`src/rtl/av2_mv_symbol_decoder.sv`:
```
// Rebuilds one or two motion vectors from entropy-decoded joint/sign/magnitude symbols.
// Optional build macro AV2_MV_CLAMP_EN: saturate reconstructed components instead of wrapping.
module av2_mv_symbol_decoder #(
   parameter int MV_W       = 16,
   parameter int SYM_W      = 16,
   parameter int MAG_W      = 10,
   parameter int PREC_SHIFT = 3,
   parameter int CTX_BASE   = 0
) (
   input  logic              clk,
   input  logic              rst,
   input  logic              start,
   input  logic              compound,
   input  logic [MV_W-1:0]   pred0_x,
   input  logic [MV_W-1:0]   pred0_y,
   input  logic [MV_W-1:0]   pred1_x,
   input  logic [MV_W-1:0]   pred1_y,
   output logic [15:0]       context_idx,
   input  logic [SYM_W-1:0]  decoded_symbol,
   input  logic              symbol_valid,
   output logic              symbol_ready,
   output logic [MV_W-1:0]   mv_x,
   output logic [MV_W-1:0]   mv_y,
   output logic              mv_idx,
   output logic              mv_valid,
   input  logic              mv_ready,
   output logic              sym_err,
   output logic              done,
   output logic [2:0]        state_dbg
);

   typedef enum logic [2:0] {
      S_IDLE, S_JOINT, S_SIGN_X, S_MAG_X, S_SIGN_Y, S_MAG_Y, S_SUM, S_OUT
   } state_t;

   localparam logic [MV_W:0] ONE_W = 1;

   state_t            state, state_nx;
   logic              cmp_q;
   logic [MV_W-1:0]   p0x_q, p0y_q, p1x_q, p1y_q;
   logic [1:0]        joint_q;
   logic              neg_x_q, neg_y_q;
   logic [MAG_W-1:0]  mag_x_q, mag_y_q;
   logic [15:0]       ctx_off;
   logic              sym_hi;
   logic              sym_xfer, mv_xfer;
   logic [MV_W-1:0]   pred_x, pred_y;

   // Handshakes: a symbol moves when symbol_valid & symbol_ready and an MV moves when
   // mv_valid & mv_ready, both on the rising clock edge; neither ready nor valid depends on its partner.
   assign sym_xfer  = symbol_valid & symbol_ready;
   assign mv_xfer   = mv_valid & mv_ready;
   assign state_dbg = state;
   assign pred_x    = mv_idx ? p1x_q : p0x_q;
   assign pred_y    = mv_idx ? p1y_q : p0y_q;

   // Difference is always positive and narrower than MV_W, so MV_W+1 bits hold the exact sum.
   function automatic logic [MV_W-1:0] recon(input logic [MV_W-1:0] pred, input logic neg,
                                             input logic [MAG_W-1:0] mag);
      logic [MV_W:0] diff, sum;
      diff = ({{(MV_W+1-MAG_W){1'b0}}, mag} + ONE_W) << PREC_SHIFT;
      sum  = neg ? ({pred[MV_W-1], pred} - diff) : ({pred[MV_W-1], pred} + diff);
`ifdef AV2_MV_CLAMP_EN
      if (sum[MV_W] != sum[MV_W-1])
         recon = sum[MV_W] ? {1'b1, {(MV_W-1){1'b0}}} : {1'b0, {(MV_W-1){1'b1}}};
      else
         recon = sum[MV_W-1:0];
`else
      recon = sum[MV_W-1:0];
`endif
   endfunction

   always_ff @(posedge clk) begin
      if (rst) state <= S_IDLE;
      else     state <= state_nx;
   end

   always_comb begin
      state_nx     = state;
      symbol_ready = 1'b0;
      mv_valid     = 1'b0;
      done         = 1'b0;
      ctx_off      = 16'd0;
      case (state)
         S_IDLE: begin
            done = 1'b1;
            if (start) state_nx = S_JOINT;
         end
         S_JOINT: begin
            symbol_ready = 1'b1;
            if (sym_xfer) begin
               if (decoded_symbol[0])      state_nx = S_SIGN_X;
               else if (decoded_symbol[1]) state_nx = S_SIGN_Y;
               else                        state_nx = S_SUM;
            end
         end
         S_SIGN_X: begin
            symbol_ready = 1'b1;
            ctx_off      = 16'd1;
            if (sym_xfer) state_nx = S_MAG_X;
         end
         S_MAG_X: begin
            symbol_ready = 1'b1;
            ctx_off      = 16'd2;
            if (sym_xfer) state_nx = joint_q[1] ? S_SIGN_Y : S_SUM;
         end
         S_SIGN_Y: begin
            symbol_ready = 1'b1;
            ctx_off      = 16'd3;
            if (sym_xfer) state_nx = S_MAG_Y;
         end
         S_MAG_Y: begin
            symbol_ready = 1'b1;
            ctx_off      = 16'd4;
            if (sym_xfer) state_nx = S_SUM;
         end
         S_SUM: state_nx = S_OUT;
         S_OUT: begin
            mv_valid = 1'b1;
            if (mv_xfer) state_nx = (cmp_q && !mv_idx) ? S_JOINT : S_IDLE;
         end
         default: state_nx = S_IDLE;
      endcase
   end

   assign context_idx = symbol_ready ? (16'(CTX_BASE) + ctx_off + (mv_idx ? 16'd5 : 16'd0)) : 16'd0;

   always_comb begin
      sym_hi = 1'b0;
      case (state)
         S_JOINT:            sym_hi = |decoded_symbol[SYM_W-1:2];
         S_SIGN_X, S_SIGN_Y: sym_hi = |decoded_symbol[SYM_W-1:1];
         S_MAG_X, S_MAG_Y:   sym_hi = |decoded_symbol[SYM_W-1:MAG_W];
         default:            sym_hi = 1'b0;
      endcase
   end

   always_ff @(posedge clk) begin
      if (rst) begin
         cmp_q   <= 1'b0;
         p0x_q   <= '0;
         p0y_q   <= '0;
         p1x_q   <= '0;
         p1y_q   <= '0;
         joint_q <= 2'b00;
         neg_x_q <= 1'b0;
         neg_y_q <= 1'b0;
         mag_x_q <= '0;
         mag_y_q <= '0;
         mv_idx  <= 1'b0;
         mv_x    <= '0;
         mv_y    <= '0;
         sym_err <= 1'b0;
      end else begin
         if (sym_xfer && sym_hi) sym_err <= 1'b1;
         case (state)
            S_IDLE: if (start) begin
               cmp_q   <= compound;
               p0x_q   <= pred0_x;
               p0y_q   <= pred0_y;
               p1x_q   <= pred1_x;
               p1y_q   <= pred1_y;
               mv_idx  <= 1'b0;
               sym_err <= 1'b0;
            end
            S_JOINT:  if (sym_xfer) joint_q <= decoded_symbol[1:0];
            S_SIGN_X: if (sym_xfer) neg_x_q <= decoded_symbol[0];
            S_MAG_X:  if (sym_xfer) mag_x_q <= decoded_symbol[MAG_W-1:0];
            S_SIGN_Y: if (sym_xfer) neg_y_q <= decoded_symbol[0];
            S_MAG_Y:  if (sym_xfer) mag_y_q <= decoded_symbol[MAG_W-1:0];
            S_SUM: begin
               mv_x <= joint_q[0] ? recon(pred_x, neg_x_q, mag_x_q) : pred_x;
               mv_y <= joint_q[1] ? recon(pred_y, neg_y_q, mag_y_q) : pred_y;
            end
            S_OUT: if (mv_xfer) mv_idx <= cmp_q && !mv_idx;
            default: ;
         endcase
      end
   end

endmodule

```
`config.mk`:
```
export PLATFORM = sky130hd
export DESIGN_NAME = av2_mv_symbol_decoder
export DESIGN_NICKNAME = d
export VERILOG_FILES = /design/src/rtl/av2_mv_symbol_decoder.sv
export SDC_FILE = /design/constraint.sdc
export NUM_CORES = 1
export LEC_CHECK = 0
export CAP_MARGIN = 20
export CORE_AREA = 2 2 133 135
export DETAILED_ROUTE_END_ITERATION = 10
export DIE_AREA = 0 0 135 137
export PLACE_DENSITY = 0.75
export SYNTH_ARGS = -nofsm -noshare
export SYNTH_HDL_FRONTEND = slang
export SYNTH_SLANG_ARGS = --single-unit
export TNS_END_PERCENT = 30
```
`constraint.sdc`:
```
create_clock -name clk -period 4.9 [get_ports clk]
set_clock_uncertainty 0.15 [all_clocks]
set_input_delay 0.735 -clock clk [delete_from_list [all_inputs] [get_ports clk]]
set_output_delay 0.735 -clock clk [all_outputs]
set_load 0.01 [all_outputs]
```
==> Word level (Yosys, flattened, before mapping) <==
Cells that the tools add are included.
{ "totals": {"register_bits": 126, "in_bits": 86, "output_inout_bits": 56, "wordCells": 88} }
{ "op_classes": {"addsub": 7, "eq_ne": 14, "muxes": 31, "n_bitwise": 2, "reduce_logical": 19} }
{ "ops": {"columns": ["operator", "count"], "rows": [
  ["$mux 16", 7],
  ["$add 16x15->16", 2],
  ["$sub 16x15->16", 2],
  ["$mux 3", 9],
  ["$pmux 3 s8", 1],
  ["$add 10x1->11 const B", 2],
  ["$add 16x3->16", 1],
  ["$reduce_or 15->1", 1],
  ["$ne 2x2->1 const B", 7],
  ["$reduce_or 14->1", 1],
  ["$eq 3x3->1 const B", 4],
  ["$pmux 3 s4", 1],
  ["$reduce_and 2->1", 6],
  ["$mux 1", 9],
  ["$reduce_and 7->1", 1],
  ["$eq 3x2->1 const B", 2],
  ["$reduce_or 6->1", 1],
  ["$reduce_or 5->1", 1],
  ["$mux 2", 2],
  ["$reduce_or 2->1", 2],
  ["$eq 3x1->1 const B", 1],
  ["$logic_not 3->1", 1],
  ["$pmux 1 s3", 1],
  ["$reduce_and 3->1", 1],
  ["5 further kinds", 7]
]} }

==> Longest topological paths before layout <==
{ "logic_depth": {"word_depth": 8, "mapped_depth": 18} }

==> Worst setup path after synthesis <==
OpenSTA, ideal clock, no wires.
{ "synth_timing": {"path_type": "register -> register", "start": "register mv_idx", "end": "register mv_y[15]", "arrival_time_ns": 3.573, "path_slack_ns": 1.052, "path_stages_with_launch": 15, "synth_period_minus_slack_ns": 3.848, "cell_sequence": "dfxtp_1 -> clkbuf_1 -> buf_1 -> buf_2 -> mux2i_1 -> ha_1 -> inv_1 -> fa_1 -> a211oi_1 -> o21ai_1 -> a311o_1 -> a21oi_2 -> o211a_1 -> nor4_1 -> nand3b_1"} }
{ "synth_between": {"elab_chain_len": 4, "elab_cells_between_ends": 5} }
{ "synth_rtl": {"columns": ["element", "line", "text"], "rows": [
  ["from (decl)", "24", "output logic mv_idx,"],
  ["from (signal assigned)", "175", "S_OUT: if (mv_xfer) mv_idx <= cmp_q && !mv_idx;"],
  ["$mux 16 (*)", "55", "assign pred_y = mv_idx ? p1y_q : p0y_q;"],
  ["$add 16x15->16 or $sub 16x15->16 (tied branches)", "62", "sum = neg ? ({pred[MV_W-1], pred} - diff) : ({pred[MV_W-1], pred} + diff);"],
  ["$mux 16", "62", null],
  ["$mux 16 (*)", "173", "mv_y <= joint_q[1] ? recon(pred_y, neg_y_q, mag_y_q) : pred_y;"],
  ["to (signal assigned)", "173", null],
  ["to (decl)", "23", "output logic [MV_W-1:0] mv_y,"]
]} }
Mark *: on every way between the ends. The rest lies on a longest branch, timed or not.
A chain may end at the register's enable or synchronous reset.

==> Worst setup path after layout <==
{ "layout_timing": {"start": "register mag_x_q[0]", "end": "register mv_x[15]"} }
{ "layout_between": {"elab_chain_len": 4, "elab_cells_between_ends": 5} }
{ "layout_rtl": {"columns": ["element", "line", "text"], "rows": [
  ["from (decl)", "43", "logic [MAG_W-1:0] mag_x_q, mag_y_q;"],
  ["from (signal assigned)", "168", "S_MAG_X: if (sym_xfer) mag_x_q <= decoded_symbol[MAG_W-1:0];"],
  ["$add 10x1->11 (*)", "61", "diff = ({{(MV_W+1-MAG_W){1'b0}}, mag} + ONE_W) << PREC_SHIFT;"],
  ["$add 16x15->16 or $sub 16x15->16 (tied branches)", "62", null],
  ["$mux 16 (*)", "62", null],
  ["$mux 16 (*)", "172", "mv_x <= joint_q[0] ? recon(pred_x, neg_x_q, mag_x_q) : pred_x;"],
  ["to (signal assigned)", "172", null],
  ["to (decl)", "22", "output logic [MV_W-1:0] mv_x,"]
]} }
Marked as above.

==> impl_metrics.toml <==
[run_status]
status = "finished clean"

[synthesis]
ys_seq_elements = 126
yosys.area.top_type = "dfxtp_1"
ys_seq_area_frac = 0.333
postSynthAreaPerCell_um2 = 7.75
synthCells = 979
synth_edf_count = 0
yosys_warnings = 0
synth_area_leaders = "dfxtp_1, nand2_1, a21oi_1"
ys_types = 68
synth_top_area_frac = 0.333
mappedNetlistArea_mm2 = 0.00758
async_flop_share = 0
ys_dominant_reg_cell = "dfxtp_1"

[timing]
final_max_slew_viol_count = 0
rsz0062_at_grt = "no"
fin_setup_tns_ns = 0
period_minus_slack_ns = 4.06
finalHoldViolCount = 0
relSlewSlack = 0.363
worst_slew_pin_slew_ns = 0.948
setup_ws_ns = 0.841
finalCritPeriodShare = 0.828
fmax_mhz = 246
setup_violations = 0

[drt]
met2_length_mm = 10.4
finalWirelength_mm = 20.3
viasPerCell = 5.38
routedWlPerCell_um = 15.6
vias = 7026
drt_first_pass_iters = 5
ant_nets = 0
drt_iter0_drc = 402
highest_layer = "met4"
wl_met3_um = 874
drc = 0
route.layer.met1.wl_mm = 8.65

[final_layout]
final_common_cell = "nand2_1"
fill_cells = 1595
fin_nets = 1190
instances_no_fill = 1306
postLayoutCellArea_mm2 = 0.00950
drive_gt1_frac = 0.0749
layout_common_cells = "nand2_1, clkdlybuf4s50_1, dfxtp_1, a21oi_1, nor2_1"
area_growth_pct = 25.2
diodes = 0

[power]
peakVddDrop_v = 0.000240
p_per_area_mw_per_mm2 = 320
power_leakage_nw = 3.72

[cts]
clock-sinks = 126
numCtsBuffers = 17
insertion_delay_ns = 0.42
cts_tree = "done"
path_clk_slew_ns = 0.06
clock_path_buffers = 2
cts_hold_buf = 0
post_cts_buffers = 0
root_buffer = "clkbuf_16"
h-tree-depth = 4
cts_resized = 0

[min_path]
hold_class = "reg -> reg"

[global_routing]
grt_pass1_wl_mm = 32.5
grt_max_degree = 65
gr-total-overflow = 0
grt_pass1_vias = 6692
grt_util_all_layers = 0.222
antenna_found_initial = 0

[place]
placed_cell_area_mm2 = 0.00887
dpl_worst_slack_ns = 0.924
io_buffer_count = 129
place_congestion = 0.895
dp_hpwl_mm = 14.3
dp.cells = 1274

[floorplan]
coreArea_mm2 = 0.0171
dieArea_mm2 = 0.0185
start_util = 0.445
ios = 142
die_y_um = 137
num_rows = 48
die_w_um = 135

[critical_path]
cp-end-kind = "flop"
cp-start-kind = "flop"
critical_path_required_ns = 5.09
critPathKind = "reg -> reg"
arrival_ns = 4.25
cp_max_fo = 9

[flow_run]
maxCapViolations = 0
-- metal layers --
layer  vias to the layer above  GRT usage
li1                       3576          -
met1                      3226      0.254
met2                       193      0.414
met3                        31     0.0356
met4                         0     0.0868
met5                         -          0
-- worst max-delay path, stage by stage, from the launching register on --
cell and delay [ns]:
dfxtp_1 0.46, ha_1 0.37, and2_1 0.33, xnor2_1 0.15
a31oi_1 0.10, nor2b_1 0.23, a21o_1 0.17, o21ai_0 0.10
xnor2_1 0.16, ha_1 0.38, o211ai_1 0.12, a211oi_1 0.19
nand2_1 0.10, a311o_1 0.28, xor2_1 0.17, or4_1 0.40
o211ai_1 0.10
-- layout make-up --
type,count,area [um^2],share of cell area
Clock buffer,18,439,0.0463
Clock inverter,14,181,0.0191
Inverter,19,71.3,0.00751
Multi-Input combinational cell,769,4650,0.490
Sequential cell,126,2520,0.266
Tap cell,225,282,0.0296
Timing Repair Buffer,135,1350,0.142
-- report_power, final --
part,internal (mW),switching [mW],leakage [nW]
Clock,0.822,0.510,0.295
Sequential,1.10,0.0628,1.03
Combinational,0.232,0.311,2.40
-- state kept, by name (all words and copies together) (netlist names), 2 cells and up --
name       count
p0x_q         16
p0y_q         16
state_dbg      3
joint_q        2
p1y_q         16
mag_x_q       10
mv_y          16
p1x_q         16
mag_y_q       10
mv_x          16
-- through the flow --
step	power, mW	hold slack [ns]	utilization
final	3.04	0.300	0.557
after global routing	3.17	0.317	0.557
after CTS	3.05	0.304	0.557
after detailed placement	1.72	0.295	0.520
after global placement	1.71	0.289	0.519
after floorplan	1.53	0.282	-
-- path summary, 6_finish.rpt --
check                           startpoint       end  slack [ns]  cells past startpoint
worst max register to register  mag_x_q[0]  mv_x[15]        0.84                     16
worst max-delay path            mag_x_q[0]  mv_x[15]        0.84                     16
worst min-delay path                 cmp_q     cmp_q        0.30                      2
worst min register to register       cmp_q     cmp_q        0.30                      2
-- Yosys cell counts (all sizes together) (9+ instances only) --
cell type and count:
o211ai 12, a31oi 14, nor3 28, xnor2 31, dfxtp 126, mux2i 23, buf 33, o21ai 28
nand3 14, and3 14, a211oi 24, a21oi 120, clkbuf 42, nor2 75, mux2 25, xor2 20
nand2 205, ha 34, and2 9, inv 18
-- kinds of logic (layout without fill, tap and decap cells) --
kind of cell	Yosys count	after routing	synth area share
DFF	126	126	0.333
muxes	48	48	0.0675
adders and majority gates	36	36	0.0614
other	1	12	0.000494
xor gates and xnor gates	51	51	0.0589
buffers and inverters	95	186	0.0605
and+or+nand+nor	377	377	0.215
AOI/OAI and AO/OA	245	245	0.203
Power figures use the tool's default switching activity.
==> patch 1: new RTL, same flow settings <==
`MV_W`: 16 -> 12.
--- a/src/rtl/av2_mv_symbol_decoder.sv
+++ b/src/rtl/av2_mv_symbol_decoder.sv
@@ -3,3 +3,3 @@
 module av2_mv_symbol_decoder #(
-   parameter int MV_W       = 16,
+   parameter int MV_W       = 12,
    parameter int SYM_W      = 16,
Ports: changed (6 resized); port bits go from 142 to 118. No check against the original RTL was run, so the function may have changed too.
==> patch 1 against the original RTL <==
  * Die area did not move
  * Synthesized area is 23% lower
  * Wire length shrank 26%
  * Setup slack better by 0.14 ns
  * Total power fell by 29%
  * Final area down 23%
  * Sequential share of layout area rose by 0.94 points
  * Sequential cell count fell by 26
  * Register-to-register slack improved by 0.72 ns
  * Critical path type is now flop to primary output
  * Largest power group is now registers
==> patch 1: results (changes against the original RTL) <==
metric	value	unit	change
synth.distinct_cells	62		-8.8%
grt_pass1_vias	5126		-23%
synthTopCellsByCount	nand2_1, dfxtp_1, a21oi_1		
dp.cells	1041		-18%
drive_gt1_frac	0.0601		-0.0148
yosys-top-cells-area	dfxtp_1, nand2_1, a21oi_1		
hpwlAfterDp	10800	µm	-24%
synth-edff-count	0		unchanged
grt_max_degree	58		-11%
fin_cells	1057		-19%
setup_slack	0.979	ns	+0.138 ns
max_cap_viol_count	0		unchanged
synth_cells	757		-23%
via_per_inst	5.06		-5.9%
antennaDiodeCount	0		unchanged
pre_cts_slack	1.40	ns	+0.476 ns
synth-seq-area-share	0.342		+0.00926
synth-main-ff-cell	dfxtp_1		
drt_iter0_markers	342		-15%
worstPathMaxFanout	13		+4
status	finished clean		
grt_pass1_wl	24800	µm	-24%
fin_nets	923		-22%
drtPass1Iterations	4		-1
cts_buffers	9		-8
arrival	3.04	ns	-1.21 ns
place_congestion	0.912		+1.9%
nFillCells	1738		+9.0%
cts-root-buf	clkbuf_16		
post_dp_cell_area	0.00694	mm²	-22%
grt_util_all_layers	0.168		-0.0546
multiInputGateArea	0.00349	mm²	-25%
io_buffers	105		-19%
clk_latency	0.35	ns	-0.07 ns
grt.overflow.total	0		unchanged
slew_headroom	0.397		+0.0337
p_switching	641	µW	-27%
power_leakage	2.62	nW	-30%
cts_max_level	3		-1
wl	15100	µm	-26%
ir_drop	0.188	mV	-22%
[patch 1: cell count changes after synthesis, sizes merged, moves of 7 or more]
cell | before | now
a211oi | 24 | 16
a21o | 8 | 0
a21oi | 120 | 94
a31oi | 14 | 7
and3 | 14 | 1
clkbuf | 42 | 26
dfxtp | 126 | 100
ha | 34 | 24
mux2 | 25 | 16
nand2 | 205 | 149
nor2 | 75 | 59
o21ai | 28 | 21
xor2 | 20 | 11
[patch 1: per-stage QoR]
step | util | total power [mW]
6_report | 0.426 | 2.17
5_1_grt | 0.426 | 2.28
4_1_cts | 0.426 | 2.19
3_5_place_dp | 0.407 | 1.40
3_3_place_gp | 0.407 | 1.39
2_1_floorplan | - | 1.25
[patch 1: cells by family (layout without fill, tap and decap cells)]
kind of cell / after synthesis / in the layout / synth area share
AND/OR/NAND/NOR: 298 / 298 / 0.230
AO/OA/AOI/OAI: 172 / 172 / 0.175
flip-flops: 100 / 100 / 0.342
buffers and inverters: 84 / 148 / 0.0697
multiplexers: 39 / 39 / 0.0701
XOR/XNOR: 37 / 37 / 0.0553
adder cells (fa/ha/maj): 26 / 26 / 0.0581
other: 1 / 12 / 0.000640
[patch 1: worst paths after layout]
path | start | to | slack, ns | cells past startpoint
hold / removal | p0x_q[2] | p0x_q[2] | 0.30 | 2
hold reg to reg | p0x_q[2] | p0x_q[2] | 0.30 | 2
setup reg to reg | mv_idx | mv_x[11] | 1.56 | 9
setup / recovery | state_dbg[1] | context_idx[2] | 0.98 | 8
[patch 1: critical path, stage by stage, from the launching register on]
cell and delay, ns:
dfxtp_1 0.62, inv_1 0.35, ha_1 0.44, nor3_1 0.20, ha_1 0.21, ha_1 0.17
xnor2_1 0.06, nor2_1 0.09, clkdlybuf4s50_1 0.54
[patch 1: cell type report]
type,count,area share
clock buffers,10,0.0329
clock inverters,6,0.0129
inverters,21,0.0108
multi-input cells,584,0.480
flip-flops and latches,100,0.275
well taps,225,0.0387
repair buffers,111,0.150
[patch 1: routing by layer]
| metal | GRT usage | wire (µm) |
|---|---|---|
| met3 | 0.0470 | 1020 |
| met5 | 0 | 0 |
| met2 | 0.295 | 7360 |
| met4 | 0.0457 | 216 |
| met1 | 0.200 | 6480 |
[patch 1: power groups by stage]
stage / clock [mW] / combinational, mW / sequential [mW]
finish: 0.790 / 0.450 / 0.933
CTS: 0.805 / 0.451 / 0.932
detailed placement: 0 / 0.448 / 0.949
global placement: 0 / 0.444 / 0.947
global route: 0.832 / 0.508 / 0.941
floorplan: 0 / 0.320 / 0.925
==> patch 2: new RTL, config.mk and constraints unchanged <==
Without the edit above. Put one more register stage on the output `state_dbg`, with the module's reset. The value now appears one clock later. The other outputs are not delayed to match.
--- a/src/rtl/av2_mv_symbol_decoder.sv
+++ b/src/rtl/av2_mv_symbol_decoder.sv
@@ -52,3 +52,9 @@
    assign mv_xfer   = mv_valid & mv_ready;
-   assign state_dbg = state;
+   always_ff @(posedge clk) begin
+      if (rst) begin
+         state_dbg <= '0;
+      end else begin
+         state_dbg <= state;
+      end
+   end
    assign pred_x    = mv_idx ? p1x_q : p0x_q;
Formal check against the unedited RTL: not equivalent (Yosys sat finds a counterexample within 4 cycles, from zero or initial values and one cycle with rst high).
==> patch 2 against the original RTL <==
  * Synthesized cell count decreased by 1.6%
  * Final area decreased by 1.5%
  * Count of clock-buffer cells in the layout up 2
  * Largest cell class unchanged
  * Global-route usage is 1.8 points lower
  * Setup slack lost 0.044 ns
  * Total power decreased by 7.0%
  * Sequential cell count is 3 higher
  * Utilization is 0.82 points lower
  * Synthesized area decreased by 2.3%
  * Wire length is 5.9% lower
  * Non-clock buffer count is 1 lower
  * Highest routed layer unchanged
  * Fmax is 1.1% lower
==> patch 2: results (changes against the original RTL) <==
metric	value	unit	change
cts_buffers	17		unchanged
yosysWarnings	0		unchanged
arrival	4.26	ns	about the same
whs_path_depth	2		unchanged
timing.rr.end	mv_x[15]		
post_cts_buffers	0		unchanged
drive_gt1_frac	0.0712		-0.00377
drt_iter0_markers	398		-1.0%
wl	19100	µm	-5.9%
synth_cells	963		-1.6%
hpwlAfterDp	13700	µm	-3.7%
cpPeakStageDelay	0.54	ns	+0.08 ns
grt_max_degree	88		+35%
grt_pass1_vias	6137		-8.3%
cts_max_level	4		unchanged
yosys-top-cells-area	dfxtp_1, nand2_1, a21oi_1		
synth.distinct_cells	60		-12%
fin_nets	1174		-1.3%
power_leakage	3.49	nW	-6.0%
rrSetupSlack	0.80	ns	-0.04 ns
ff2ff_path_depth	13		-3
clk_latency	0.41	ns	
cts_buffer_depth	2		unchanged
hold_start	p0y_q[6]		
synth-seq-area-share	0.349		+0.0159
holdPathEnd	p0y_q[6]		
cpLargestDelayFamily	simple AND/OR/NAND/NOR gates		
antenna_found_initial	0		unchanged
slew_headroom	0.389		+0.0263
vias	6815		-3.0%
critical-path-slowest-cell	dfxtp_1		
ir_drop	0.246	mV	+2.6%
status	finished clean		
antennaDiodeCount	0		unchanged
pre_cts_slack	0.850	ns	-0.0738 ns
grt_util_all_layers	0.204		-0.0184
tns	0	ns	unchanged
hold_ws	0.302	ns	+0.00170 ns
cts_resized	0		unchanged
synth-main-ff-cell	dfxtp_1		
grt_pass1_wl	30200	µm	-7.1%
hold_class	flop to flop		
r2r_start	mag_x_q[0]		
path_clk_slew	0.06	ns	about the same
post_dp_cell_area	0.00874	mm²	-1.5%
place_congestion	0.934		+4.4%
cts-root-buf	clkbuf_16		
drtPass1Iterations	5		unchanged
synth_async_sr_flop_share	0		unchanged
wire_per_inst	14.8	µm	-4.9%
io_buffers	129		unchanged
dp.cells	1261		-1.0%
synthTopCellsByCount	nand2_1, dfxtp_1, a21oi_1		
worstPathMaxFanout	12		+3
-- patch 2: cell count changes after synthesis, sizes merged, moves of 8 or more --
cell / before / now
a211oi: 24 / 13
nor2: 75 / 67
nand3: 14 / 24
nor3: 28 / 14
a311oi: 5 / 13
nand2: 205 / 225
-- patch 2: cell type report --
class / instances / area [µm²]
fillers: 1625 / 7700
flip-flops and latches: 129 / 2580
well taps: 225 / 282
clock inverters: 12 / 156
clock buffers: 20 / 457
multi-input cells: 758 / 4490
repair buffers: 134 / 1330
inverters: 15 / 56.3
-- patch 2: cell families after synthesis --
| logic type | count (synthesis) | share of synthesized area |
|---|---|---|
| AND/OR/NAND/NOR | 392 | 0.229 |
| AO/OA/AOI/OAI | 226 | 0.188 |
| flip-flops | 129 | 0.349 |
| buffers and inverters | 87 | 0.0520 |
| XOR/XNOR | 52 | 0.0615 |
| multiplexers | 43 | 0.0626 |
| adder cells (fa/ha/maj) | 33 | 0.0578 |
| other | 1 | 0.000506 |
-- patch 2: how the worst max path moves through the flow --
stage	start	endpoint	slack (ns)	cells past startpoint
floorplan	mag_x_q[1]	mv_x[15]	1.33	14
global placement	mag_x_q[0]	mv_x[15]	0.98	14
detailed placement	mag_x_q[0]	mv_x[15]	0.85	14
global route	mag_x_q[0]	mv_x[15]	0.48	14
CTS	mag_x_q[0]	mv_x[15]	0.85	14
finish	mag_x_q[0]	mv_x[15]	0.80	13
-- patch 2: where the power goes --
part,switching [mW],internal (mW)
Sequential,0.0367,1.10
Combinational,0.203,0.171
Clock,0.486,0.829
-- patch 2: metal layers --
metal	GRT usage	share of wire
met1	0.290	0.49
met2	0.316	0.43
met3	0.0341	0.063
met4	0.0631	0.015
met5	0	0
-- patch 2: worst min-delay path: stages, from the launching register on --
cell     delay, ns
dfxtp_1       0.30
nand2_1       0.05
a21oi_1       0.05
